`config.mk`:
```
export PLATFORM = sky130hd
export DESIGN_NAME = keypad_scan
export DESIGN_NICKNAME = d
export VERILOG_FILES = /design/src/rtl/keypad_pkg.sv /design/src/rtl/sync_2ff.sv /design/src/rtl/keypad_scan.sv
export SDC_FILE = /design/constraint.sdc
export NUM_CORES = 1
export LEC_CHECK = 0
export ABC_CLOCK_PERIOD_IN_PS = 5300
export BUFFER_PORTS_ARGS = -buffer_cell sky130_fd_sc_hd__buf_2
export CAP_MARGIN = 20
export CORE_MARGIN = 2
export CORE_UTILIZATION = 59
export DETAILED_ROUTE_END_ITERATION = 12
export PLACE_DENSITY = 0.76
export SLEW_MARGIN = 40
export SYNTH_ARGS = -nofsm -noshare
export SYNTH_HDL_FRONTEND = slang
export SYNTH_SLANG_ARGS = --single-unit
```
`constraint.sdc`:
```
create_clock -name clk -period 5.3 [get_ports clk]
set_clock_uncertainty 0.2 [all_clocks]
set_input_delay 1.325 -clock clk [delete_from_list [all_inputs] [get_ports clk]]
set_output_delay 1.325 -clock clk [all_outputs]
set_load 0.03 [all_outputs]
```
`src/rtl/keypad_pkg.sv`:
```
// Shared definitions for the 4x4 keypad scanner: FSM states, key map and defaults.
package keypad_pkg;

  localparam int DEF_ROW_CYCLES     = 100000;
  localparam int DEF_DEBOUNCE_SCANS = 4;

  typedef enum logic [1:0] {
    ST_IDLE,
    ST_DEBOUNCE,
    ST_HELD,
    ST_RELEASE
  } state_t;

  // Indexed by {row, col}; row0 = 1 2 3 A, row1 = 4 5 6 B, row2 = 7 8 9 C, row3 = 0 F E D
  localparam logic [15:0][3:0] KEY_MAP = {
    4'hD, 4'hE, 4'hF, 4'h0,
    4'hC, 4'h9, 4'h8, 4'h7,
    4'hB, 4'h6, 4'h5, 4'h4,
    4'hA, 4'h3, 4'h2, 4'h1
  };

  // Shift a newly accepted code into the history; a coincident clear drops the old codes
  function automatic logic [15:0] push_code(input logic [15:0] hist,
                                            input logic [3:0]  code,
                                            input logic        clr);
    return clr ? {12'h000, code} : {hist[11:0], code};
  endfunction

endpackage

```
`src/rtl/sync_2ff.sv`:
```
// Two-flop synchronizer for asynchronous, active-low inputs; resets to the released level.
module sync_2ff #(
  parameter int WIDTH = 4
) (
  input  logic             clk,
  input  logic             rst,
  input  logic [WIDTH-1:0] d,
  output logic [WIDTH-1:0] q
);

  logic [WIDTH-1:0] meta;

  // Two-stage capture so metastability settles before the value is used
  always_ff @(posedge clk or negedge rst) begin
    if (!rst) begin
      meta <= '1;
      q    <= '1;
    end else begin
      meta <= d;
      q    <= meta;
    end
  end

endmodule

```
`src/rtl/keypad_scan.sv`:
```
// 4x4 matrix keypad scanner: drives one row low at a time, classifies each full scan
// and debounces presses and releases over several consecutive scans.
module keypad_scan
  import keypad_pkg::*;
#(
  parameter int ROW_CYCLES     = DEF_ROW_CYCLES,
  parameter int DEBOUNCE_SCANS = DEF_DEBOUNCE_SCANS
) (
  input  logic        clk,
  input  logic        rst,
  input  logic [3:0]  col,
  input  logic        clear,
  output logic [3:0]  row,
  output logic [15:0] value,
  output logic [3:0]  key_code,
  output logic        key_valid,
  output logic        key_held
);

  localparam int RCW = (ROW_CYCLES > 1) ? $clog2(ROW_CYCLES) : 1;
  localparam int DCW = $clog2(DEBOUNCE_SCANS + 1);

  logic [3:0]     col_s;
  logic [RCW-1:0] cyc_cnt;
  logic [1:0]     row_idx;
  logic           sample;
  logic           scan_done;

  logic [1:0]     acc_cnt;
  logic [3:0]     acc_code;
  logic [2:0]     row_hits;
  logic [3:0]     row_key;
  logic [2:0]     scan_hits;
  logic [3:0]     scan_code;
  logic           scan_none;
  logic           scan_single;

  state_t         state;
  logic [3:0]     cand;
  logic [DCW-1:0] deb_cnt;

  sync_2ff #(.WIDTH(4)) u_sync (
    .clk (clk),
    .rst (rst),
    .d   (col),
    .q   (col_s)
  );

  assign sample    = (cyc_cnt == RCW'(ROW_CYCLES - 1));
  assign scan_done = sample && (row_idx == 2'd3);
  assign row       = ~(4'b0001 << row_idx);

  // Row timer: each row is driven for ROW_CYCLES cycles, then the next row takes over
  always_ff @(posedge clk or negedge rst) begin
    if (!rst) begin
      cyc_cnt <= '0;
      row_idx <= 2'd0;
    end else if (sample) begin
      cyc_cnt <= '0;
      row_idx <= row_idx + 2'd1;
    end else begin
      cyc_cnt <= cyc_cnt + RCW'(1);
    end
  end

  // Count pressed columns on the current row and fold them into this scan's running totals
  always_comb begin
    row_hits = '0;
    row_key  = '0;
    for (int c = 0; c < 4; c++) begin
      if (!col_s[c]) begin
        row_hits = row_hits + 3'd1;
        row_key  = KEY_MAP[{row_idx, 2'(c)}];
      end
    end
    scan_hits   = {1'b0, acc_cnt} + row_hits;
    scan_code   = (row_hits != 3'd0) ? row_key : acc_code;
    scan_none   = (scan_hits == 3'd0);
    scan_single = (scan_hits == 3'd1);
  end

  // Per-scan accumulator: saturates at two keys, cleared when a scan completes
  always_ff @(posedge clk or negedge rst) begin
    if (!rst) begin
      acc_cnt  <= 2'd0;
      acc_code <= 4'd0;
    end else if (sample) begin
      if (row_idx == 2'd3) begin
        acc_cnt  <= 2'd0;
        acc_code <= 4'd0;
      end else begin
        acc_cnt  <= (scan_hits >= 3'd2) ? 2'd2 : scan_hits[1:0];
        acc_code <= scan_code;
      end
    end
  end

  // Debounce FSM: steps once per completed scan and owns every registered output
  always_ff @(posedge clk or negedge rst) begin
    if (!rst) begin
      state     <= ST_IDLE;
      cand      <= 4'd0;
      deb_cnt   <= '0;
      key_valid <= 1'b0;
      key_code  <= 4'd0;
      value     <= 16'h0000;
      key_held  <= 1'b0;
    end else begin
      key_valid <= 1'b0;
      if (clear) begin
        value <= 16'h0000;
      end
      if (scan_done) begin
        case (state)
          ST_IDLE: begin
            if (scan_single) begin
              cand    <= scan_code;
              deb_cnt <= DCW'(1);
              if (DEBOUNCE_SCANS == 1) begin
                state     <= ST_HELD;
                key_valid <= 1'b1;
                key_code  <= scan_code;
                value     <= push_code(value, scan_code, clear);
                key_held  <= 1'b1;
              end else begin
                state <= ST_DEBOUNCE;
              end
            end
          end
          ST_DEBOUNCE: begin
            if (scan_single && (scan_code == cand)) begin
              if ((deb_cnt + DCW'(1)) == DCW'(DEBOUNCE_SCANS)) begin
                state     <= ST_HELD;
                key_valid <= 1'b1;
                key_code  <= cand;
                value     <= push_code(value, cand, clear);
                key_held  <= 1'b1;
              end else begin
                deb_cnt <= deb_cnt + DCW'(1);
              end
            end else if (scan_single) begin
              cand    <= scan_code;
              deb_cnt <= DCW'(1);
            end else begin
              state <= ST_IDLE;
            end
          end
          ST_HELD: begin
            if (scan_none) begin
              key_held <= 1'b0;
              deb_cnt  <= DCW'(1);
              state    <= (DEBOUNCE_SCANS == 1) ? ST_IDLE : ST_RELEASE;
            end
          end
          ST_RELEASE: begin
            if (scan_none) begin
              if ((deb_cnt + DCW'(1)) == DCW'(DEBOUNCE_SCANS)) begin
                state <= ST_IDLE;
              end else begin
                deb_cnt <= deb_cnt + DCW'(1);
              end
            end else begin
              state    <= ST_HELD;
              key_held <= 1'b1;
            end
          end
          default: state <= ST_IDLE;
        endcase
      end
    end
  end

endmodule
```
## After elaboration in Yosys (flattened, before gate mapping)

Index checks and enable logic that the tools add are counted.
Widths: inputs -> output; s select.

- Register bits: 64
- Bits in latches: 0
- Bits in writable memories: 0
- Memory bits (read-only): 0
- Bits of input ports: 7
- Output and inout port bits: 26
- Logic and storage cells: 110
- Memories kept: 0

- Add/sub/neg operators: 7
- Multipliers: 0
- Div/mod/pow operators: 0
- $lt $le $gt $ge: 5
- Eq/ne operators: 18
- Shift-type cells: 1
- Mux-type cells: 53
- Bitwise logic cells: 1
- Reduce and logical (&&, ||, !) cells: 12

Operators by type and width:

| cell | number |
|---|---|
| $mux 16 | 6 |
| $mux 4 | 12 |
| $bmux 4 s2 | 4 |
| $mux 3 | 8 |
| $lt 4x5->1 const B | 4 |
| $mux 2 | 9 |
| $add 17x1->17 const B | 1 |
| $eq 17x17->1 const B | 1 |
| $mux 17 | 1 |
| $ne 2x2->1 const B | 7 |
| $add 3x1->3 const B | 4 |
| $pmux 3 s4 | 1 |
| $reduce_and 6->1 | 2 |
| $mux 1 | 9 |
| $ne 3x3->1 const B | 3 |
| $pmux 2 s4 | 1 |
| $pmux 4 s2 | 1 |
| $eq 2x2->1 const B | 3 |
| $reduce_and 3->1 | 2 |
| $reduce_bool 3->1 | 2 |
| $eq 4x4->1 | 1 |
| $not 4->4 | 1 |
| $reduce_and 4->1 | 1 |
| $shl 1x2->4 const A | 1 |
| 11 further kinds | 12 |

## Longest topological paths before layout

Gate-level depths: netlist of the first run.

- Depth after elaboration: 14
- Depth in mapped cells: 16
- Gate-level depth less buffers: 15

## Hierarchy

A second synthesis of the first run with hierarchy kept.

- Cell total of the unflattened synthesis: 346
- Area, all modules: 3579.7 um^2

By module, submodules not included:

| module | times used | cells an instance | area an instance (um^2) | seq. area each (um^2) |
|---|---|---|---|---|
| keypad_scan | 1 | 338 | 3369.5 | 1401.3 |
| sync_2ff | 1 | 8 | 210.2 | 210.2 |

## Least setup slack after synthesis of the first run

No wires, ideal clock.

- Path kind: reg2reg
- Start point: reg u_sync.q[1]
- End point: reg deb_cnt[0]
- Library setup time: 125 ps
- Data arrival time: 3756 ps
- Data required time: 4975 ps
- Setup slack: 1219 ps
- Stages on the path, launching flop included: 16
- Buffers on the path: 1
- Clock period less this slack: 4081 ps
- Cell sequence: dfstp_2 > inv_1 > ha_1 > buf_6 > xnor2_1 > ha_1 > nor2_1 > a31o_2 > inv_2 > fa_1 > xnor3_1 > nor3_2 > nand4b_1 > o41ai_4 > nand3_1 > mux2_4

- Cells in the longest elaborated chain, start to end: 11
- Elaborated cells on any way between the ends: 21
- Classes of those cells: add/sub (3); eq/ne (4); mux (10); reduce/logical (4)

RTL lines:

| element | RTL line | source |
|---|---|---|
| from (decl) | sync_2ff.sv:8 | `output logic [WIDTH-1:0] q` |
| from (signal assigned) | sync_2ff.sv:20 | `q <= meta;` |
| parallel branches: the longest is 11 deep, another holds $add 3x1->3 | -- |  |
| to (signal assigned) | keypad_scan.sv:139 | `deb_cnt <= deb_cnt + DCW'(1);` |
| to (signal assigned) | keypad_scan.sv:160 | `deb_cnt <= deb_cnt + DCW'(1);` |
| to (decl) | keypad_scan.sv:40 | `logic [DCW-1:0] deb_cnt;` |

Several ways; the timed one is not identified.
A chain may end at the register's enable or synchronous reset.

## Final worst setup path of the first run

- Start point: reg u_sync.q[1]
- End point: reg value[9]

- Cells in the longest elaborated chain, start to end: 12
- Elaborated cells on any way between the ends: 17
- Classes of those cells: add/sub (3); eq/ne (2); mux (10); reduce/logical (2)

RTL lines:

| element | RTL line | source |
|---|---|---|
| parallel branches: the longest is 8 deep, another holds $add 3x1->3 | -- |  |
| $logic_and 1x1->1 * | keypad_scan.sv:131 | `if (scan_single && (scan_code == cand)) begin` |
| $mux 16 * | keypad_scan.sv:131 |  |
| $mux 16 * | keypad_scan.sv:114 | `case (state)` |
| $mux 16 * | keypad_scan.sv:113 | `if (scan_done) begin` |
| to (signal assigned) | keypad_scan.sv:123 | `value <= push_code(value, scan_code, clear);` |
| to (signal assigned) | keypad_scan.sv:136 | `value <= push_code(value, cand, clear);` |
| to (decl) | keypad_scan.sv:14 | `output logic [15:0] value,` |

Mark *: on every way between the ends.

==> impl_results.md, run 1 <==
- Core Footprint: 5540 um^2
- Clock power frac: between 40% and 50%
- DR vias/cell: ~5.6
- Count leader, synth: dfrtp_1
- R2R Setup Slk: 540 ps
- Worst r2r path cells: 15
- Rows: 27
- Synth Flop Type: dfrtp_1
- Bufs and invs on worst path: 3
- Mapped cell area: 3420 um^2
- First-pass GRT wire length: ~11,000 um
- CTS root buf: clkbuf_8
- Setup crit end: value[9]
- I/O pin count: 33
- Min Clock Period, post-route: around 4800 ps
- Final slew viol count: 0
- Largest fanout on the critical path: 12
- Sequential area share after synthesis: 47.1%
- Fraction of registers with async set/reset: between 90% and 100%
- Area leader, netlist: dfrtp_1
- Final Wtd Congestion: 0.860
- Vias in the first global route: around 2,300
- Synth cell count leaders: dfrtp_1, nor2_1, nand2_1
- Setup_tns: 0 ps
- CP peak stage delay: 590 ps
- FMAX: about 0.21 GHz
- Number of synthesized flops with an enable pin: 0
- IO Port Bufs: 32
- #FFs+latches synth: 64
- VDD IR-drop max: approximately 0.20 mV
- Initial antenna violation count: 0
- 1st-pass router iterations: 4
- Total GRT Usage: ~22%
- Ys Warns: 0
- Top Usage Layer GRT: met2
- CP Class: reg2reg
- Nature of the critical path startpoint: register
- Crit path required time: between 5000 and 6000 ps
- Final Util: 69.3%
- Critical Path AT: ~4800 ps
- Run status: finished clean
- TritonCTS Sinks: 64
- Internal power: ~0.79 mW
- R2r endpoint: value[9]
- Syn Area/Cell: around 11 um^2
- Met3 Use GR: 5.84%
- Finish-stage setup viols: 0
- Drt wl/cell: around 15 um
- M1 GR Usage: roughly 29%
- Worst setup EP type: register
- Largest net degree at the start of global routing: 38
- Die height: between 80 and 90 um
- CTS tree: done
- Post-Syn Nets: 337
- Reg clk slew, reported paths: 70 ps
- Levels on crit path: 15
- Diodes inserted: 0
- # Max-Cap Violations: 0
- Rel. slew slack: between 60% and 70%
- Number of post-CTS setup repair buffers: 0
- Layout cells sized above 1: a little under a quarter
- Synth unique cells: 58
- Sw Ratio: 24.2%
- Final Hold Viols: 0
- Comb pwr share: around 8.8%
- Total CTS buffers: 9
- Worst-case clock buffer depth: 2
- H-tree depth: 3
- Reg2reg start: u_sync.q[1]
- Hold Buf Count CTS: 0
- Critical-path top delay cell: dfstp_2
- Via Count: 2,398
- First-iteration detailed-routing DRC count: around 80
- DR DRC count: 0
- Finished Layout Cells: 428
- Initial Utilization: between 60% and 70%
- Area Growth Syn to Fin: 12.2%
- Die area: around 6400 um^2
- Mapped Cells: 317
- Sw Pwr: 0.253 mW
- Die X: 80.2 um
- DP HPWL: 4500 um
- PwrDens: 272 nW/um^2
- Min-delay worst type: reg2reg
- Leak pwr: between 1.5 and 2 nW
- Synth area leaders: dfrtp_1, dfstp_2, ha_1, mux2i_1, nor2_1
- Post-synth top area share: 41.0%
- Remaining antenna violation count: 0
- Period utilization: roughly 90%
- Critical Path Start: u_sync.q[1]
- M2 GR Usage: 34.3%
- CTS resizes: 0
- Crit path max-delay family: simple AND/OR/NAND/NOR gates
- Tightest Pin Transition: a little under 600 ps
- Clk_lat worst skew: roughly 350 ps
- GRT overflow: 0
- # nets final: between 300 and 400
- DP Cell Count: about 400
- CP Cell Sequence: inv_1 -> ha_1 -> xnor2_1 -> ha_1 -> nor2_1 -> a31o_2 -> inv_2 -> fa_1 -> xnor3_1 -> nor3_2 -> nand4_1 -> nor4_4 -> buf_4 -> mux2i_1 -> nor2_1
- Min-delay src: u_sync.meta[2]
- Sequential Power Share: a little under half
- RSZ-0062 raised after global routing: no
- Routed Wire Length: 6300 um
[per-stage QoR]
step / power (mW) / cell area (um^2) / worst slack (ps) / hold slack (ps)
floorplan: 0.577 / 3420 / 1220 / 145
global placement: 0.596 / 3620 / 778 / 145
detailed placement: 0.599 / 3620 / 583 / 147
CTS: 1.05 / 3840 / 545 / 157
global route: 1.08 / 3840 / 199 / 160
finish: 1.04 / 3840 / 541 / 156
[area by class of cell]
class,count,area [um^2]
Clock buffer,10,128
Tap cell,72,90.1
Multi-Input combinational cell,222,1670
Sequential cell,64,1610
Fill cell,428,1700
Inverter,19,71.3
Timing Repair Buffer,35,185
Clock inverter,6,83.8
[power by group through the flow]
stage                     Sequential [mW]  Combinational [mW]  Clock [mW]
after floorplan                     0.504              0.0727           0
after global placement              0.506              0.0899           0
after detailed placement            0.507              0.0922           0
after CTS                           0.498              0.0927       0.459
after global routing                0.498               0.103       0.483
final                               0.498              0.0918       0.454
[worst min-delay path by stage]
stage,cells past startpoint,end
2_1_floorplan,0,u_sync.q[0]
3_3_place_gp,0,u_sync.q[1]
3_5_place_dp,0,u_sync.q[0]
4_1_cts,0,u_sync.q[0]
5_1_grt,0,u_sync.q[3]
6_report,0,u_sync.q[2]
[logic make-up after synthesis]
group                      count (synthesis)  synth area share, %
AOI/OAI and AO/OA                         49                 11.6
xor gates and xnor gates                  21                 5.78
adders and majority gates                 13                 4.97
buffers and inverters                     31                 4.31
DFF                                       64                 47.1
muxes                                     24                 8.12
and+or+nand+nor                          115                 18.2
[worst register-to-register path, cell delays in order (launching register included)]
cell,delay [ps]
dfstp_2,590
inv_1,60
ha_1,390
xnor2_1,290
ha_1,280
nor2_1,90
a31o_2,160
inv_2,90
fa_1,390
xnor3_1,400
nor3_2,380
nand4_1,220
nor4_4,490
buf_4,340
mux2i_1,210
nor2_1,60
[state kept, by name, summed over array words and instances (netlist names), 3 cells and up]
name,flops
cyc_cnt,17
value,16
acc_code,4
cand,4
key_code,4
u_sync.meta,4
u_sync.q,4
deb_cnt,3
[per-layer routing]
metal / routed length, um / share of wire [%]
met1: 2940 / 47
met3: 292 / 4.6
met4: 123 / 2.0
met5: 0 / 0
met2: 2940 / 47
[cells in the final DEF (no fill, tap or decap), types with 4 or more instances in the layout]
cell	n
or2_2	4
mux2i_1	15
buf_2	31
a22o_1	4
mux2_1	6
xnor2_1	12
o21ai_0	13
ha_1	12
nand4b_1	4
and3_1	4
nand2_1	24
clkbuf_8	9
inv_1	17
nor2_1	32
nand3_1	9
buf_4	4
nor2b_1	7
nand4_1	8
dfrtp_1	56
xor2_1	8
dfstp_2	8
a21oi_1	6
(Power assumes the default switching activity.)
==> run 2, diff against run 1 <==
CORE_MARGIN = 10   (was 2)
PLACE_DENSITY = not set   (was 0.76)
PLACE_DENSITY_LB_ADDON = 0.1   (was not set)
==> run 2 against run 1 <==
  * Largest cell class unchanged
  * Die area grew 44%
  * Critical endpoint is now value[8]
  * First-iteration DRC count grew 78%
  * Non-clock buffer count stayed put
  * Final cell count unchanged
  * Total power decreased by 0.55%
==> impl_results.md, run 2 (synthesis results as in run 1) <==
- Run status: finished clean
- Hold Buf Count CTS: 0
- Rows: 27
- Die area: 9250 um^2
- DP HPWL: about 4800 um
- Core Footprint: about 5600 um^2
- CP peak stage delay: 580 ps
- IO Port Bufs: 32
- Final Util: about 69%
- Total GRT Usage: roughly 15%
- Die X: 96.2 um
- Min Clock Period, post-route: 4700 ps
- Period utilization: between 80 and 90%
- Highest metal used: met4
- Final Cell Area: ~3800 um^2
- Final Hold Viols: 0
- # Max-Cap Violations: 0
- Critical-path top delay cell: dfstp_2
- Initial Utilization: approximately 61%
- Worst-case clock buffer depth: 2
- Commonest non-fill, non-tap cell in the layout: dfrtp_1
- Most frequent cells in the layout: dfrtp_1, nor2_1, buf_2
- Biggest regs: cyc_cnt: 17 flops, value: 16 flops
- Layout cells sized above 1: approximately 23%
- R2R Setup Slk: about 600 ps
- Total CTS buffers: 9
- Die height: ~96 um
- Vias in the first global route: 2,377
- Placed Area: 3620 um^2
- DR DRC count: 0
- Setup_tns: 0 ps
- Leak pwr: approximately 1.8 nW
- Routed Wire Length: about 6400 um
- FMAX: 0.213 GHz
- Drt wl/cell: between 10 and 15 um
- CTS resizes: 0
- Worst r2r path cells: 15
- Largest net degree at the start of global routing: 46
- Met2 WL: ~3000 um
- Clk_lat worst skew: ~340 ps
- Worst setup EP type: register
- Reg clk slew, reported paths: ~70 ps
- Final Wtd Congestion: around 0.86
- Top reg by flops: cyc_cnt
- Final slew viol count: 0
- CTS tree: done
- Number of post-CTS setup repair buffers: 0
- H-tree depth: 3
- PnR Total Power: ~1.0 mW
- Crit path required time: 5320 ps
- Min-delay worst type: reg2reg
- Remaining antenna violation count: 0
- Routed met3 length: 418 um
- GRT overflow: 0
- WHS Endpoint: u_sync.q[0]
- CP Cell Sequence: inv_1 -> ha_1 -> xnor2_1 -> ha_1 -> nor2_1 -> a31o_2 -> inv_2 -> fa_1 -> xnor3_1 -> nor3_2 -> nand4_1 -> nor4_4 -> buf_4 -> mux2i_1 -> nor2_1
- 1st-pass router iterations: 4
- Met1 wire length: around 2900 um
- First-pass GRT wire length: 11,100 um
- CTS root buf: clkbuf_8
- CP Class: reg2reg
- Reg2reg start: u_sync.q[1]
- Area Growth Syn to Fin: 12.1%
- Tightest Pin Transition: 575 ps
- R2r endpoint: value[8]
- Min-delay src: u_sync.meta[0]
- VDD IR-drop max: approximately 0.22 mV
- Finish-stage setup viols: 0
- First-iteration detailed-routing DRC count: about 140
- Critical Path AT: around 4700 ps
- DR vias/cell: ~5.5
- # nets final: around 370
- Initial antenna violation count: 0
- PwrDens: 270 nW/um^2
- Rel. slew slack: between 60% and 70%
- WHS Path Cells: 0
- Largest register FFs: 17
- TritonCTS Sinks: 64
- Largest fanout on the critical path: 12
- I/O pin count: 33
- RSZ-0062 raised after global routing: no
- Fill cell total of the finished layout: around 440
- Diodes inserted: 0
- Via Count: between 2,000 and 2,500
- Nature of the critical path startpoint: register
-- run 2: layout make-up --
cell class | count | area, um^2 | area share, %
clock buffers | 10 | 128 | 3.33
well taps | 72 | 90.1 | 2.35
flip-flops and latches | 64 | 1610 | 42.0
inverters | 19 | 71.3 | 1.86
clock inverters | 6 | 83.8 | 2.19
repair buffers | 35 | 183 | 4.76
multi-input cells | 222 | 1670 | 43.5
-- run 2: metrics by stage --
stage / setup slack (ps) / cells / hold WS, ps
2_1_floorplan: 1220 / 317 / 145
4_1_cts: 583 / 428 / 157
6_report: 601 / 428 / 156
5_1_grt: 188 / 428 / 160
3_5_place_dp: 589 / 412 / 147
3_3_place_gp: 765 / 412 / 146
-- run 2: worst max-delay path by stage --
| stage | startpoint | end | slack, ps | cells after the start |
|---|---|---|---|---|
| after floorplan | u_sync.q[1] | deb_cnt[0] | 1220 | 15 |
| final | u_sync.q[1] | value[8] | 600 | 15 |
| after detailed placement | u_sync.q[1] | value[8] | 590 | 15 |
| after global placement | u_sync.q[1] | value[14] | 760 | 15 |
| after CTS | u_sync.q[1] | value[8] | 580 | 15 |
| after global routing | u_sync.q[1] | value[5] | 190 | 15 |
-- run 2: power breakdown --
part	total (mW)	leakage (nW)	internal [mW]	switching, mW
combinational	0.0918	0.872	0.0333	0.0584
clock	0.448	0.110	0.263	0.185
sequential	0.498	0.852	0.494	0.00359
-- run 2: metal layers --
layer / GRT usage, % / vias up
met5: 0 / -
li1: - / 1175
met2: 23.4 / 54
met4: 7.74 / 0
met3: 4.28 / 9
met1: 19.0 / 1124
-- run 2: worst max-delay path, delay by kind of cell, from the launching register on --
kind	cells	cell delay, ps
xor gates and xnor gates	2	680
adders and majority gates	3	1060
muxes	1	210
buffers and inverters	3	480
AOI/OAI and AO/OA	1	160
and+or+nand+nor	5	1210
DFF	1	580
==> run 3, diff against run 2 <==
CELL_PAD_IN_SITES_DETAIL_PLACEMENT = 2   (was not set)
CELL_PAD_IN_SITES_GLOBAL_PLACEMENT = 2   (was not set)
CORE_UTILIZATION = 39   (was 59)
==> run 3 against run 2 <==
  * Via count rose by 5.5%
  * Final cell count rose by 8.4%
  * First-iteration DRC count fell by 55%
  * Sequential power barely moved
  * Die area rose by 40%
  * Maximum frequency rose by 2.5%
  * Utilization fell by 24 points
==> impl_results.md, run 3 (synthesis results as in run 1) <==
- Total GRT Usage: 13.3%
- Total CTS buffers: 9
- Run status: finished clean
- DR vias/cell: 5.37
- Biggest regs: cyc_cnt: 17 flops, value: 16 flops
- Clock power frac: approximately 47%
- Leak pwr: roughly 1.8 nW
- Die height: 114 um
- Via Count: about 2,500
- Met3 Use GR: around 3.2%
- GRT overflow: 0
- Diodes inserted: 0
- Clk_lat worst skew: 340 ps
- Number of post-CTS setup repair buffers: 0
- Hold Buf Count CTS: 0
- FMAX: between 0.2 and 0.25 GHz
- VDD IR-drop max: around 0.1 mV
- Period utilization: just under 90%
- Critical Path AT: between 4000 and 5000 ps
- Final slew viol count: 0
- CTS root buf: clkbuf_8
- PnR Total Power: 1.11 mW
- CP Class: reg2reg
- Final Wtd Congestion: between 0.7 and 0.8
- Reg clk slew, reported paths: 70 ps
- Worst-case clock buffer depth: 2
- Top reg by flops: cyc_cnt
- Final Hold Viols: 0
- Die X: 114 um
- Min-delay worst type: reg2reg
- RSZ-0062 raised after global routing: no
- M1 GR Usage: 16.8%
- DR DRC count: 0
- Drt wl/cell: roughly 18 um
- Reg2reg start: u_sync.q[1]
- Largest net degree at the start of global routing: 34
- Initial Utilization: around two fifths
- Area Growth Syn to Fin: 14.3%
- Die area: 12,900 um^2
- Sw Pwr: around 0.27 mW
- Core Footprint: ~8600 um^2
- Routed Wire Length: approximately 8300 um
- # Max-Cap Violations: 0
- Remaining antenna violation count: 0
- 1st-pass router iterations: 4
- # nets final: approximately 370
- R2R Setup Slk: ~720 ps
- Internal power: between 0.8 and 0.9 mW
- IO Port Bufs: 32
- Nature of the critical path startpoint: register
- First-iteration detailed-routing DRC count: 65
- Vias in the first global route: around 2,700
- Top Usage Layer GRT: met2
- CTS resizes: 0
- First-pass GRT wire length: 14,000 um
- R2r endpoint: key_code[3]
- H-tree depth: 3
- Initial antenna violation count: 0
- Min Clock Period, post-route: 4580 ps
- I/O pin count: 33
- Largest register FFs: 17
- Finish-stage setup viols: 0
- TritonCTS Sinks: between 60 and 70
- Rel. slew slack: 49.6%
- Most frequent cells in the layout: dfrtp_1, nor2_1, buf_2
- Rows: 34
- WHS Path Cells: 0
- Final hold slack: 156 ps
- Worst r2r path cells: 14
- Comb pwr share: 8.7%
- DP HPWL: ~6000 um
- Final Util: between 40% and 50%
- Fill cell total of the finished layout: ~900
- PwrDens: around 280 nW/um^2
- Largest fanout on the critical path: 21
- Crit path required time: ~5300 ps
- Worst setup EP type: register
- CTS tree: done
- Setup_tns: 0 ps
- M2 GR Usage: a little over a fifth
- Min-delay src: u_sync.meta[2]
- Sw Ratio: approximately a quarter
- Layout cells sized above 1: a little under a quarter
- WHS Endpoint: u_sync.q[2]
- Commonest non-fill, non-tap cell in the layout: dfrtp_1
- Sequential Power Share: 44.8%
- Tightest Pin Transition: 756 ps
==> run 3: stage by stage <==
step                setup WS [ps]  std cells  instance area, um^2
global placement              931        448                 3670
CTS                           638        464                 3910
finish                        717        464                 3910
global route                  304        464                 3910
detailed placement            729        448                 3670
floorplan                    1220        317                 3420
==> run 3: power by group through the flow <==
stage / clock network [mW] / logic (mW) / registers (mW)
global route: 0.552 / 0.109 / 0.499
global placement: 0 / 0.0944 / 0.507
floorplan: 0 / 0.0727 / 0.504
finish: 0.517 / 0.0962 / 0.498
detailed placement: 0 / 0.0977 / 0.507
CTS: 0.528 / 0.0984 / 0.498
==> run 3: how the worst max path moves through the flow <==
stage,startpoint,to,depth (start not counted)
global route,u_sync.q[1],key_code[0],14
floorplan,u_sync.q[1],deb_cnt[0],15
CTS,u_sync.q[1],key_code[3],14
global placement,u_sync.q[1],key_code[0],14
detailed placement,u_sync.q[1],key_code[3],14
finish,u_sync.q[1],key_code[3],14
==> run 3: critical path, stage by stage (launching register included) <==
cell and delay, ps:
dfstp_2 590, inv_1 60, ha_1 390, xnor2_1 310
ha_1 290, nor2_1 90, a31o_2 160, inv_2 90
fa_1 400, xnor3_1 410, nor3_2 360, nand4_1 220
nor4_4 190, buf_4 350, mux2_1 360
==> run 3: layout make-up <==
| type | instances | area, um^2 | share of cell area [%] |
|---|---|---|---|
| clock buffer | 9 | 124 | 3.17 |
| clock inverter | 7 | 119 | 3.04 |
| inverter | 19 | 71.3 | 1.82 |
| multi-input combinational | 222 | 1670 | 42.7 |
| sequential | 64 | 1610 | 41.2 |
| tap | 108 | 135 | 3.45 |
| timing repair buffer | 35 | 183 | 4.67 |
==> run 3: layer usage <==
| metal | share of wire (%) | routed length [um] | vias up |
|---|---|---|---|
| li1 | - | - | 1178 |
| met1 | 47 | 3890 | 1264 |
| met2 | 48 | 3940 | 39 |
| met3 | 4.1 | 344 | 10 |
| met4 | 1.5 | 121 | 0 |
| met5 | 0 | 0 | - |
